`config.mk`:
```
export PLATFORM = sky130hd
export DESIGN_NAME = ring_position_ctrl
export DESIGN_NICKNAME = d
export VERILOG_FILES = /design/src/rtl/ring_position_ctrl.sv
export SDC_FILE = /design/constraint.sdc
export NUM_CORES = 1
export LEC_CHECK = 0
export BUFFER_PORTS_ARGS = -buffer_cell sky130_fd_sc_hd__buf_2
export CORE_MARGIN = 8
export CORE_UTILIZATION = 35
export DETAILED_ROUTE_END_ITERATION = 8
export GPL_ROUTABILITY_DRIVEN = 0
export PLACE_DENSITY_LB_ADDON = 0.3
export SLEW_MARGIN = 40
export SYNTH_ARGS = -nofsm -noshare
export SYNTH_HDL_FRONTEND = slang
export SYNTH_SLANG_ARGS = --single-unit
```
`constraint.sdc`:
```
create_clock -name clk -period 4.2 [get_ports clk]
set_input_delay 0.84 -clock clk [delete_from_list [all_inputs] [get_ports clk]]
set_output_delay 0.84 -clock clk [all_outputs]
set_load 0.03 [all_outputs]
```
`src/rtl/ring_position_ctrl.sv`:
```
// Shortest-path sequencer for a modulo-N position ring: accepts one target at a time
// and walks pos one step every STEP_DIV cycles in the shorter direction.
//
// state | meaning
// IDLE  | waiting for a command, cmd_ready high
// MOVE  | stepping toward the target, one step per STEP_DIV unheld cycles
// DONE  | target reached, done pulses for one cycle
module ring_position_ctrl #(
    parameter int N        = 5,
    parameter int W        = 3,
    parameter int STEP_DIV = 1
) (
    input  logic         clk,
    input  logic         reset,
    input  logic         cmd_valid,
    input  logic [W-1:0] cmd_target,
    output logic         cmd_ready,
    input  logic         hold,
    output logic [W-1:0] pos,
    output logic         dir,
    output logic         step,
    output logic         busy,
    output logic         done,
    output logic         err
);

    localparam int DW = (STEP_DIV > 1) ? $clog2(STEP_DIV) : 1;
    localparam logic [W-1:0]  LAST   = W'(N - 1);
    localparam logic [W:0]    N_EXT  = (W + 1)'(N);
    localparam logic [DW-1:0] RELOAD = DW'(STEP_DIV - 1);

    typedef enum logic [1:0] {IDLE, MOVE, DONE} state_t;

    state_t        state_r, state_nx;
    logic [W-1:0]  pos_r, pos_nx;
    logic          dir_r, dir_nx;
    logic [W-1:0]  rem_r, rem_nx;
    logic [DW-1:0] div_r, div_nx;
    logic          step_r, step_nx;
    logic          err_r, err_nx;

    logic [W:0]    sum_up;
    logic [W:0]    dist_up;
    logic [W:0]    dist_dn;
    logic          target_ok;
    logic          go_up;

    // target + N - pos lies in 1..2N-1 for legal targets, so one conditional subtract wraps it
    always_comb begin
        sum_up    = {1'b0, cmd_target} + N_EXT - {1'b0, pos_r};
        dist_up   = (sum_up >= N_EXT) ? (sum_up - N_EXT) : sum_up;
        dist_dn   = N_EXT - dist_up;
        target_ok = ({1'b0, cmd_target} < N_EXT);
        go_up     = (dist_up <= dist_dn);
    end

    always_ff @(posedge clk or negedge reset) begin
        if (!reset) begin
            state_r <= IDLE;
            pos_r   <= '0;
            dir_r   <= 1'b1;
            rem_r   <= '0;
            div_r   <= '0;
            step_r  <= 1'b0;
            err_r   <= 1'b0;
        end else begin
            state_r <= state_nx;
            pos_r   <= pos_nx;
            dir_r   <= dir_nx;
            rem_r   <= rem_nx;
            div_r   <= div_nx;
            step_r  <= step_nx;
            err_r   <= err_nx;
        end
    end

    always_comb begin
        state_nx = state_r;
        pos_nx   = pos_r;
        dir_nx   = dir_r;
        rem_nx   = rem_r;
        div_nx   = div_r;
        step_nx  = 1'b0;
        err_nx   = 1'b0;
        case (state_r)
            IDLE: begin
                if (cmd_valid) begin
                    if (!target_ok) begin
                        err_nx = 1'b1;
                    end else if (dist_up == '0) begin
                        state_nx = DONE;
                    end else begin
                        dir_nx   = go_up;
                        rem_nx   = go_up ? dist_up[W-1:0] : dist_dn[W-1:0];
                        div_nx   = RELOAD;
                        state_nx = MOVE;
                    end
                end
            end
            MOVE: begin
                if (!hold) begin
                    if (div_r != '0) begin
                        div_nx = div_r - 1'b1;
                    end else begin
                        if (dir_r)
                            pos_nx = (pos_r == LAST) ? '0 : pos_r + 1'b1;
                        else
                            pos_nx = (pos_r == '0) ? LAST : pos_r - 1'b1;
                        step_nx = 1'b1;
                        rem_nx  = rem_r - 1'b1;
                        div_nx  = RELOAD;
                        if (rem_r == W'(1))
                            state_nx = DONE;
                    end
                end
            end
            DONE:    state_nx = IDLE;
            default: state_nx = IDLE;
        endcase
    end

    assign cmd_ready = (state_r == IDLE);
    assign busy      = (state_r == MOVE) || (state_r == DONE);
    assign done      = (state_r == DONE);
    assign pos       = pos_r;
    assign dir       = dir_r;
    assign step      = step_r;
    assign err       = err_r;

endmodule

```
== Word-level counts from Yosys, hierarchy flattened ==
Cells that the tools add are included.

* Register bits: 12
* Input port bits: 7
* Output and inout port bits: 9
* Logic and storage cells: 71

* Add/sub/neg operators: 8
* Order comparisons: 3
* Equality and inequality tests: 10
* Muxes and demuxes: 30
* Bitwise operators: 3
* Reduce and logical (&&, ||, !) cells: 10

{| class="wikitable"
|+ Operators by type and width
! operator !! number
|-
| $mux W3 || 9
|-
| $mux W2 || 6
|-
| $mux W1 || 11
|-
| $ne A2 B2 Y1 const B || 5
|-
| $reduce_and A5 Y1 || 2
|-
| $pmux W3 S2 || 1
|-
| $reduce_and A6 Y1 || 1
|-
| $sub A3 B1 Y3 const B || 2
|-
| $add A3 B3 Y4 const B || 1
|-
| $ge A4 B3 Y1 const B || 1
|-
| $le A4 B4 Y1 || 1
|-
| $logic_not A4 Y1 || 1
|-
| $mux W4 || 1
|-
| $pmux W2 S2 || 1
|-
| $reduce_and A4 Y1 || 1
|-
| $sub A3 B4 Y4 const A || 1
|-
| $sub A4 B3 Y4 || 1
|-
| $sub A4 B3 Y4 const B || 1
|-
| $add A3 B1 Y3 const B || 1
|-
| $eq A3 B1 Y1 const B || 1
|-
| $eq A3 B3 Y1 const B || 1
|-
| $logic_not A3 Y1 || 1
|-
| $lt A3 B3 Y1 const B || 1
|-
| $not A1 Y1 || 3
|-
| 9 further kinds || 9
|}

== Depth between registers and ports, before layout ==
Gate-level depths: netlist of run 1.

* Word-level depth: 11
* Mapped depth: 18
* Mapped depth without buffers: 18

== Worst setup path after synthesis of run 1 ==
No wires, ideal clock.

* Path type: input to register
* From: input port cmd_target[1]
* To: register rem_r[2]
* Setup time: 0.087 ns
* Data arrival time: 3.506 ns
* Required time: 4.113 ns
* Setup slack: 0.607 ns
* Stages on the path: 15
* Buffers on the path: 0
* Cells stage by stage: inv_1 ha_1 inv_1 ha_1 fa_1 xor2_2 a21o_4 o21ai_0 inv_1 ha_1 a41oi_1 o31ai_1 nand2b_1 a211o_1 o211ai_1

* Longest elaborated chain between the ends: 11
* Elaborated cells on any way between the ends: 17
* Those cells by class: add/sub: 4; order compare: 3; eq/ne: 2; mux: 6; reduce/logical: 2

{| class="wikitable"
|+ Ends and longest elaborated chain
! item !! RTL line !! source
|-
| start: declaration || 16 || <nowiki>input logic [W-1:0] cmd_target,</nowiki>
|-
| $add A3 B3 Y4 || 50 || <nowiki>sum_up = {1'b0, cmd_target} + N_EXT - {1'b0, pos_r};</nowiki>
|-
| $sub A4 B3 Y4 || 50 ||
|-
| $sub A4 B3 Y4 / $ge A4 B3 Y1 (equally long branches) || 51 || <nowiki>dist_up = (sum_up >= N_EXT) ? (sum_up - N_EXT) : sum_up;</nowiki>
|-
| $mux W4 || 51 ||
|-
| $sub A3 B4 Y4 || 52 || <nowiki>dist_dn = N_EXT - dist_up;</nowiki>
|-
| $le A4 B4 Y1 || 54 || <nowiki>go_up = (dist_up <= dist_dn);</nowiki>
|-
| $mux W3 || 94 || <nowiki>rem_nx = go_up ? dist_up[W-1:0] : dist_dn[W-1:0];</nowiki>
|-
| $mux W3 || 90 || <nowiki>end else if (dist_up == '0) begin</nowiki>
|-
| $mux W3 || 88 || <nowiki>if (!target_ok) begin</nowiki>
|-
| $mux W3 || 87 || <nowiki>if (cmd_valid) begin</nowiki>
|-
| $pmux W3 S2 || 85 || <nowiki>case (state_r)</nowiki>
|-
| end signal: assignment || 70 || <nowiki>rem_r <= rem_nx;</nowiki>
|-
| end: declaration || 37 || <nowiki>logic [W-1:0] rem_r, rem_nx;</nowiki>
|}

Several ways; a longest one is shown, not always the timed one. The select of a mux whose other input is x is not followed.
A chain may end at the register's enable or synchronous reset.

== Worst setup path in the final report of run 1 ==
Ends and elaborated chain as after synthesis.

==> flow_metrics.py, run 1 <==
metrics = {
    "status": {
        "outcome": "finished clean",
    },
    "floorplan": {
        "pin_count": 16,
        "core_area_mm2": 0.00278,
        "rows": 19,
        "die_h_um": 70.4,
        "start_util_pct": 37.2,
        "die_w_um": 70.4,
        "dieArea_mm2": 0.00496,
    },
    "sta": {
        "period_share_pct": 89.3,
        "setup_tns_ns": 0,
        "hold_viol_final": 0,
        "period_minus_slack_ns": 3.75,
        "fin_skew_ns": 0.00171,
        "final.setup.worst_slack_ns": 0.450,
        "max_freq_ghz": 0.267,
        "finalSetupViolations": 0,
        "drv_slew": 0,
        "slew_headroom_pct": 63.3,
        "worstMarginPinSlew_ns": 0.546,
        "rsz0062_at_grt": "no",
    },
    "synthesis": {
        "synth_ff_type": "dfrtp_1",
        "synth_fa_ha_area_share_pct": 22.5,
        "synth_area_leaders": "dfrtp_1 (24%), ha_1 (21%), inv_1 (7.6%)",
        "yosysTopAreaCell": "dfrtp_1",
        "synth_top_family_by_area": "adder cells",
        "synthMuxAreaShare_pct": 5.07,
        "synth.most_common_cell": "inv_1",
        "yosysSeqAreaShare_pct": 26.7,
        "synth_compound_area_share_pct": 19.2,
        "synthesis.instances": 120,
        "synth_edf_count": 0,
        "ys_ff_latch": 11,
        "yosys-top-cells-count": "inv_1 (21), ha_1 (17), dfrtp_1 (10)",
        "avgSynthCellArea_um2": 8.63,
        "syn_nets": 145,
        "synth_xor_area_share_pct": 3.26,
        "ys_types": 36,
        "syn-cell-area_mm2": 0.00104,
        "async_flop_share_pct": 100,
        "synth.top_cell.area_share_pct": 24.2,
        "synth_warnings": 0,
        "synthSimpleGateAreaFrac_pct": 15.3,
    },
    "cells_and_area": {
        "drive_gt1_share_pct": 18.1,
        "n_antenna_cell": 0,
        "post-route-util_pct": 42.2,
        "area_growth_pct": 13.2,
        "final_nets": 164,
    },
    "clock_network": {
        "h-tree-depth": 1,
        "clock-sinks": 11,
        "cts_setup_buffers": 0,
        "post_cts_resized": 0,
        "ctsHoldBuffers": 0,
        "clock_latency_ns": 0.27,
        "clockBufferDepth": 2,
        "clk_pin_slew_ns": 0.07,
        "tritoncts": "done",
        "cts-root-buf": "clkbuf_4",
        "cts_made_buffers": 3,
    },
    "global_route": {
        "grt_start_max_net_pins": 12,
        "grt_pass1_wl_um": 3640,
        "grt_overflow": 0,
        "grt_util_all_layers_pct": 8.90,
        "antenna_found_initial": 0,
        "grt_pass1_vias": 836,
    },
    "routing": {
        "route.detailed.drc": 0,
        "drtIter0Drc": 34,
        "first_pass_iters": 4,
        "vias_per_cell": 5.12,
        "postRouteAntennaNets": 0,
        "wl_um": 2070,
        "wl_per_cell_um": 12.3,
        "vias": 866,
    },
    "place": {
        "dpl.hpwl_um": 1700,
        "dp_slack_ns": 0.169,
        "port_buffers": 15,
    },
    "worst_setup_path": {
        "required_ns": 4.39,
        "timing.rr.start": "pos[1]",
        "critPathCaptureType": "flip-flop",
        "critPathSlowestCell": "fa_1",
        "crit_fanout": 7,
        "cp_data_arrival_time_ns": 3.94,
        "max_stage_delay_ns": 0.55,
        "path_cells": "buf_2 > inv_1 > ha_1 > inv_1 > ha_1 > fa_1 > or2_0 > o21ai_1 > ha_1 > inv_1 > o31ai_1 > o21ai_0 > a211o_1 > o211ai_1",
        "cp-start-kind": "input port",
        "worstSetupPathType": "in -> reg",
        "cp-startpoint": "cmd_target[1]",
    },
    "run": {
        "max_cap_violations": 0,
    },
    "worst_hold_path": {
        "hold_class": "in -> async",
    },
}
## kinds of logic (layout without fill, tap and decap cells)
| kind of cell | count (synthesis) | in the layout |
|---|---|---|
| DFF | 11 | 11 |
| and+or+nand+nor | 32 | 32 |
| buffers and inverters | 22 | 40 |
| adders and majority gates | 18 | 18 |
| muxes | 5 | 5 |
| AOI/OAI and AO/OA | 29 | 29 |
| xor gates and xnor gates | 3 | 3 |
## cell type report
cell class / count / area [µm²]
well taps: 31 / 38.8
flip-flops and latches: 11 / 277
inverters: 21 / 78.8
repair buffers: 15 / 75.1
fillers: 301 / 1610
clock buffers: 4 / 26.3
multi-input cells: 87 / 677
## critical path: cells and delay by family
| kind | cells | cell delay, ns |
|---|---|---|
| compound gates | 5 | 1.38 |
| fa+ha+maj | 4 | 1.28 |
| buf+inv | 4 | 0.21 |
| simple gates | 1 | 0.24 |
## metrics by stage
step / std cells / area (µm²) / hold WS (ns)
after global placement: 165 / 1150 / 0.468
after CTS: 169 / 1170 / 0.434
after floorplan: 120 / 1040 / 0.450
after detailed placement: 165 / 1150 / 0.483
after global routing: 169 / 1170 / 0.445
final: 169 / 1170 / 0.428
## routing by layer
layer	GRT usage, %	share of wire, %
met1	9.09	43
met2	15.6	50
met3	4.38	6.5
met4	2.46	0.68
met5	0	0
## sequential cells by signal, summed over array words and instances (netlist names)
name	count
pos	3
state_r	2
step	1
err	1
rem_r	3
dir	1
## cell usage in the layout, fill, tap and decap left out, drive strengths merged, types with 2 or more instances in the layout
cell type	synthesis	routed
nand3	3	3
inv	21	21
nand2	8	8
xnor2	2	2
mux2i	3	3
clkbuf	1	4
dfrtp	10	10
or2	3	3
a221o	2	2
nor2	6	6
a21o	2	2
buf	0	15
mux2	2	2
ha	17	17
nor3	3	3
a21oi	8	8
o21ai	8	8
nand2b	5	5
o31ai	2	2
## final timing paths
kind / endpoint / slack (ns) / cells past startpoint
setup / recovery: rem_r[2] / 0.45 / 14
hold / removal: rem_r[2] / 0.43 / 1
setup reg to reg: rem_r[2] / 0.68 / 12
hold reg to reg: rem_r[1] / 0.49 / 2
max in group asynchronous: dir / 3.51 / 1
min in group clk: rem_r[1] / 0.49 / 2
Power of run 1 is left out: the tool's default activity adds up to more than one toggle a clock period on the data nets, which glitch-free logic cannot reach.
==> inputs of run 2 (changes only) <==
--- a/config.mk
+++ b/config.mk
@@ -10,7 +10,6 @@
 export CORE_UTILIZATION = 35
 export DETAILED_ROUTE_END_ITERATION = 8
 export GPL_ROUTABILITY_DRIVEN = 0
-export PLACE_DENSITY_LB_ADDON = 0.3
 export SLEW_MARGIN = 40
 export SYNTH_ARGS = -nofsm -noshare
 export SYNTH_HDL_FRONTEND = slang
==> run 2 against run 1 <==
Against the previous run:
- clock skew up 0.0024 ns
- cell area unchanged
- die area unchanged
- maximum frequency up 1.9%
- highest routed layer is now met3
==> flow_metrics.py, run 2 (same netlist as run 1, synthesis figures left out) <==
metrics = {
    "status": {
        "outcome": "finished clean",
    },
    "worst_setup_path": {
        "critPathCaptureType": "flip-flop",
        "reg2reg_depth": 12,
        "cp-startpoint": "cmd_target[1]",
        "cp-start-kind": "input port",
        "max_stage_delay_ns": 0.56,
        "crit_buf_inv": 4,
        "cp_data_arrival_time_ns": 3.87,
        "required_ns": 4.39,
        "path_cells": "buf_2 > inv_1 > ha_1 > inv_1 > ha_1 > fa_1 > or2_0 > o21ai_1 > ha_1 > inv_1 > o31ai_1 > o21ai_0 > a211o_1 > o211ai_1",
        "crit_family": "compound AO/OA/AOI/OAI gates",
        "r2r_end": "rem_r[2]",
        "critPathSlowestCell": "fa_1",
        "timing.rr.start": "pos[1]",
        "crit_fanout": 7,
        "path_depth": 14,
        "critPathCapture": "rem_r[2]",
        "r2r_setup_slack_ns": 0.77,
        "worstSetupPathType": "in -> reg",
    },
    "clock_network": {
        "cts_made_buffers": 3,
        "post_cts_resized": 0,
        "cts-root-buf": "clkbuf_4",
        "clk_pin_slew_ns": 0.07,
        "h-tree-depth": 1,
        "cts_setup_buffers": 0,
        "clock_latency_ns": 0.27,
        "clockBufferDepth": 2,
        "clock-sinks": 11,
        "tritoncts": "done",
        "ctsHoldBuffers": 0,
    },
    "floorplan": {
        "core_area_mm2": 0.00278,
        "die_w_um": 70.4,
        "start_util_pct": 37.2,
        "pin_count": 16,
        "dieArea_mm2": 0.00496,
        "rows": 19,
        "die_h_um": 70.4,
    },
    "sta": {
        "drv_slew": 0,
        "fin_skew_ns": 0.00411,
        "period_minus_slack_ns": 3.68,
        "max_freq_ghz": 0.272,
        "finalSetupViolations": 0,
        "rsz0062_at_grt": "no",
        "hold_viol_final": 0,
        "setup_tns_ns": 0,
        "period_share_pct": 87.7,
        "hold_ws_ns": 0.428,
        "worstMarginPinSlew_ns": 0.474,
        "slew_headroom_pct": 68.1,
    },
    "routing": {
        "wl_met2_um": 953,
        "vias_per_cell": 5.02,
        "vias": 849,
        "top_layer_used": "met3",
        "first_pass_iters": 4,
        "postRouteAntennaNets": 0,
        "route.detailed.drc": 0,
        "drtIter0Drc": 24,
        "wl_met1_um": 907,
        "wl_per_cell_um": 11.9,
        "wl_met3_um": 141,
        "wl_um": 2000,
    },
    "cells_and_area": {
        "final_nets": 164,
        "seq_area_um2": 277,
        "layout_commonest_cell": "inv_1",
        "n_antenna_cell": 0,
        "drive_gt1_share_pct": 18.1,
        "multi_input_area_um2": 677,
        "area_growth_pct": 13.2,
        "nFillCells": 269,
        "post-route-util_pct": 42.2,
        "final_cell_mix": "inv_1 (21), ha_1 (17), buf_2 (15)",
    },
    "worst_hold_path": {
        "hold_class": "in -> async",
    },
    "place": {
        "dpl.hpwl_um": 1680,
        "port_buffers": 15,
    },
    "global_route": {
        "grt_pass1_wl_um": 3680,
        "antenna_found_initial": 0,
        "grt_overflow": 0,
        "grt_start_max_net_pins": 12,
        "grt_util_all_layers_pct": 8.69,
        "grt_pass1_vias": 843,
    },
    "run": {
        "max_cap_violations": 0,
    },
}
[run 2: worst min path at each step]
stage             start  endpoint  slack [ns]
2_1_floorplan  rem_r[1]  rem_r[1]        0.45
3_3_place_gp   rem_r[1]  rem_r[1]        0.48
3_5_place_dp   rem_r[1]  rem_r[1]        0.49
4_1_cts           reset  rem_r[2]        0.43
5_1_grt           reset  rem_r[2]        0.43
6_report          reset  rem_r[2]        0.43
[run 2: metal layers]
layer,vias to the layer above,GRT usage (%)
met5,-,0
met4,0,0.670
met3,0,4.38
met2,16,14.6
met1,386,9.96
li1,447,-
[run 2: metrics by stage]
stage | instances | instance area [µm²] | setup slack, ns
floorplan | 120 | 1040 | 0.607
global placement | 165 | 1150 | 0.273
detailed placement | 165 | 1150 | 0.241
CTS | 169 | 1170 | 0.523
global route | 169 | 1170 | 0.310
finish | 169 | 1170 | 0.518
[run 2: final cells by class]
cell class	count	area share (%)
multi-input combinational	87	57.7
tap	31	3.31
clock buffer	4	2.24
inverter	21	6.72
timing repair buffer	15	6.40
sequential	11	23.6
[run 2: worst register-to-register path, cell delays in order, from the launching register on]
cell and delay, ns:
dfrtp_1 0.42, ha_1 0.29, inv_1 0.04, ha_1 0.19, fa_1 0.56, or2_0 0.24
o21ai_1 0.35, ha_1 0.27, inv_1 0.05, o31ai_1 0.45, o21ai_0 0.15, a211o_1 0.27
o211ai_1 0.07
Power of run 2 is left out for the same reason.
==> inputs of run 3 (changes only) <==
--- a/config.mk
+++ b/config.mk
@@ -7,7 +7,7 @@
 export LEC_CHECK = 0
 export BUFFER_PORTS_ARGS = -buffer_cell sky130_fd_sc_hd__buf_2
 export CORE_MARGIN = 8
-export CORE_UTILIZATION = 35
+export CORE_UTILIZATION = 40
 export DETAILED_ROUTE_END_ITERATION = 8
 export GPL_ROUTABILITY_DRIVEN = 0
 export SLEW_MARGIN = 40
==> run 3 against run 2 <==
Against the previous run:
- flip-flop and latch count did not move
- non-clock buffer count unchanged
- first-iteration DRC count down 46%
- register-to-register slack got worse by 0.09 ns
==> flow_metrics.py, run 3 (same netlist as run 1, synthesis figures left out) <==
metrics = {
    "clock_network": {
        "tritoncts": "done",
        "clock_latency_ns": 0.27,
        "cts_setup_buffers": 0,
        "cts_made_buffers": 3,
        "ctsHoldBuffers": 0,
        "post_cts_resized": 0,
        "cts-root-buf": "clkbuf_4",
        "clk_pin_slew_ns": 0.07,
        "clock-sinks": 11,
        "clockBufferDepth": 2,
        "h-tree-depth": 1,
    },
    "global_route": {
        "grt_pass1_vias": 853,
        "antenna_found_initial": 0,
        "grt_util_all_layers_pct": 9.90,
        "grt_start_max_net_pins": 12,
        "grt_overflow": 0,
        "grt_pass1_wl_um": 3580,
    },
    "sta": {
        "max_freq_ghz": 0.267,
        "hold_viol_final": 0,
        "final.setup.worst_slack_ns": 0.455,
        "period_minus_slack_ns": 3.75,
        "rsz0062_at_grt": "no",
        "worstMarginPinSlew_ns": 0.551,
        "hold_ws_ns": 0.431,
        "period_share_pct": 89.2,
        "setup_tns_ns": 0,
        "finalSetupViolations": 0,
        "fin_skew_ns": 0.00206,
        "drv_slew": 0,
        "slew_headroom_pct": 62.9,
    },
    "routing": {
        "postRouteAntennaNets": 0,
        "first_pass_iters": 4,
        "wl_um": 2110,
        "drtIter0Drc": 13,
        "wl_per_cell_um": 12.5,
        "vias": 866,
        "route.detailed.drc": 0,
        "vias_per_cell": 5.15,
    },
    "floorplan": {
        "rows": 18,
        "pin_count": 16,
        "die_h_um": 66.9,
        "core_area_mm2": 0.00248,
        "dieArea_mm2": 0.00447,
        "die_w_um": 66.9,
        "start_util_pct": 41.8,
    },
    "run": {
        "max_cap_violations": 0,
    },
    "worst_setup_path": {
        "crit_fanout": 7,
        "crit_buf_inv": 4,
        "r2r_setup_slack_ns": 0.68,
        "cp-start-kind": "input port",
        "r2r_end": "rem_r[2]",
        "critPathSlowestCell": "fa_1",
        "critPathCaptureType": "flip-flop",
        "crit_family": "compound AO/OA/AOI/OAI gates",
        "worstSetupPathType": "in -> reg",
        "reg2reg_depth": 12,
        "timing.rr.start": "pos[1]",
        "required_ns": 4.39,
        "max_stage_delay_ns": 0.56,
        "path_cells": "buf_2 > inv_1 > ha_1 > inv_1 > ha_1 > fa_1 > or2_0 > o21ai_1 > ha_1 > inv_1 > o31ai_1 > o21ai_0 > a211o_1 > o211ai_1",
        "cp_data_arrival_time_ns": 3.94,
    },
    "cells_and_area": {
        "drive_gt1_share_pct": 18.1,
        "area_growth_pct": 13.0,
        "final_nets": 164,
        "n_antenna_cell": 0,
        "nFillCells": 260,
        "layout_commonest_cell": "inv_1",
        "layout.cells.non_filler": 168,
        "final_cell_mix": "inv_1 (21), ha_1 (17), buf_2 (15)",
    },
    "place": {
        "port_buffers": 15,
        "dp_slack_ns": 0.148,
        "dp_cells": 164,
        "dpl.hpwl_um": 1740,
    },
    "worst_hold_path": {
        "hold_class": "in -> async",
    },
    "status": {
        "outcome": "finished clean",
    },
}
-- run 3: cell counts in the layout (fill, tap and decap cells not counted) --
Identical to the previous run, type by type.
-- run 3: worst max path at each step --
stage | to | cells past startpoint | slack, ns | from
2_1_floorplan | rem_r[2] | 15 | 0.61 | cmd_target[1]
3_3_place_gp | rem_r[2] | 14 | 0.26 | cmd_target[1]
3_5_place_dp | rem_r[2] | 14 | 0.15 | cmd_target[1]
4_1_cts | rem_r[2] | 14 | 0.42 | cmd_target[1]
5_1_grt | rem_r[2] | 14 | 0.22 | cmd_target[1]
6_report | rem_r[2] | 14 | 0.45 | cmd_target[1]
-- run 3: worst register-to-register path, delay by kind of cell, from the launching register on --
family,cells,cell delay (ns)
AOI/OAI and AO/OA,5,1.34
adders and majority gates,4,1.33
DFF,1,0.44
and+or+nand+nor,1,0.24
buffers and inverters,2,0.09
-- run 3: per-layer routing --
metal | share of wire (%) | GRT usage [%] | vias to the layer above | routed length (µm)
met1 | 45 | 11.7 | 403 | 941
met5 | 0 | 0 | - | 0
met3 | 6.1 | 3.69 | 2 | 128
met4 | 1.0 | 1.83 | 0 | 21
li1 | - | - | 447 | -
met2 | 48 | 16.7 | 14 | 1020
-- run 3: final cells by class --
class | count | area [µm²] | share of cell area [%]
clock buffers | 4 | 26.3 | 2.24
inverters | 21 | 78.8 | 6.73
multi-input cells | 87 | 677 | 57.8
flip-flops and latches | 11 | 277 | 23.6
well taps | 30 | 37.5 | 3.21
repair buffers | 15 | 75.1 | 6.41
-- run 3: through the flow --
stage | utilization (%) | area [µm²]
CTS | 47.3 | 1170
floorplan | - | 1040
finish | 47.3 | 1170
detailed placement | 46.2 | 1140
global placement | 46.2 | 1140
global route | 47.3 | 1170
Power of run 3 is left out for the same reason.
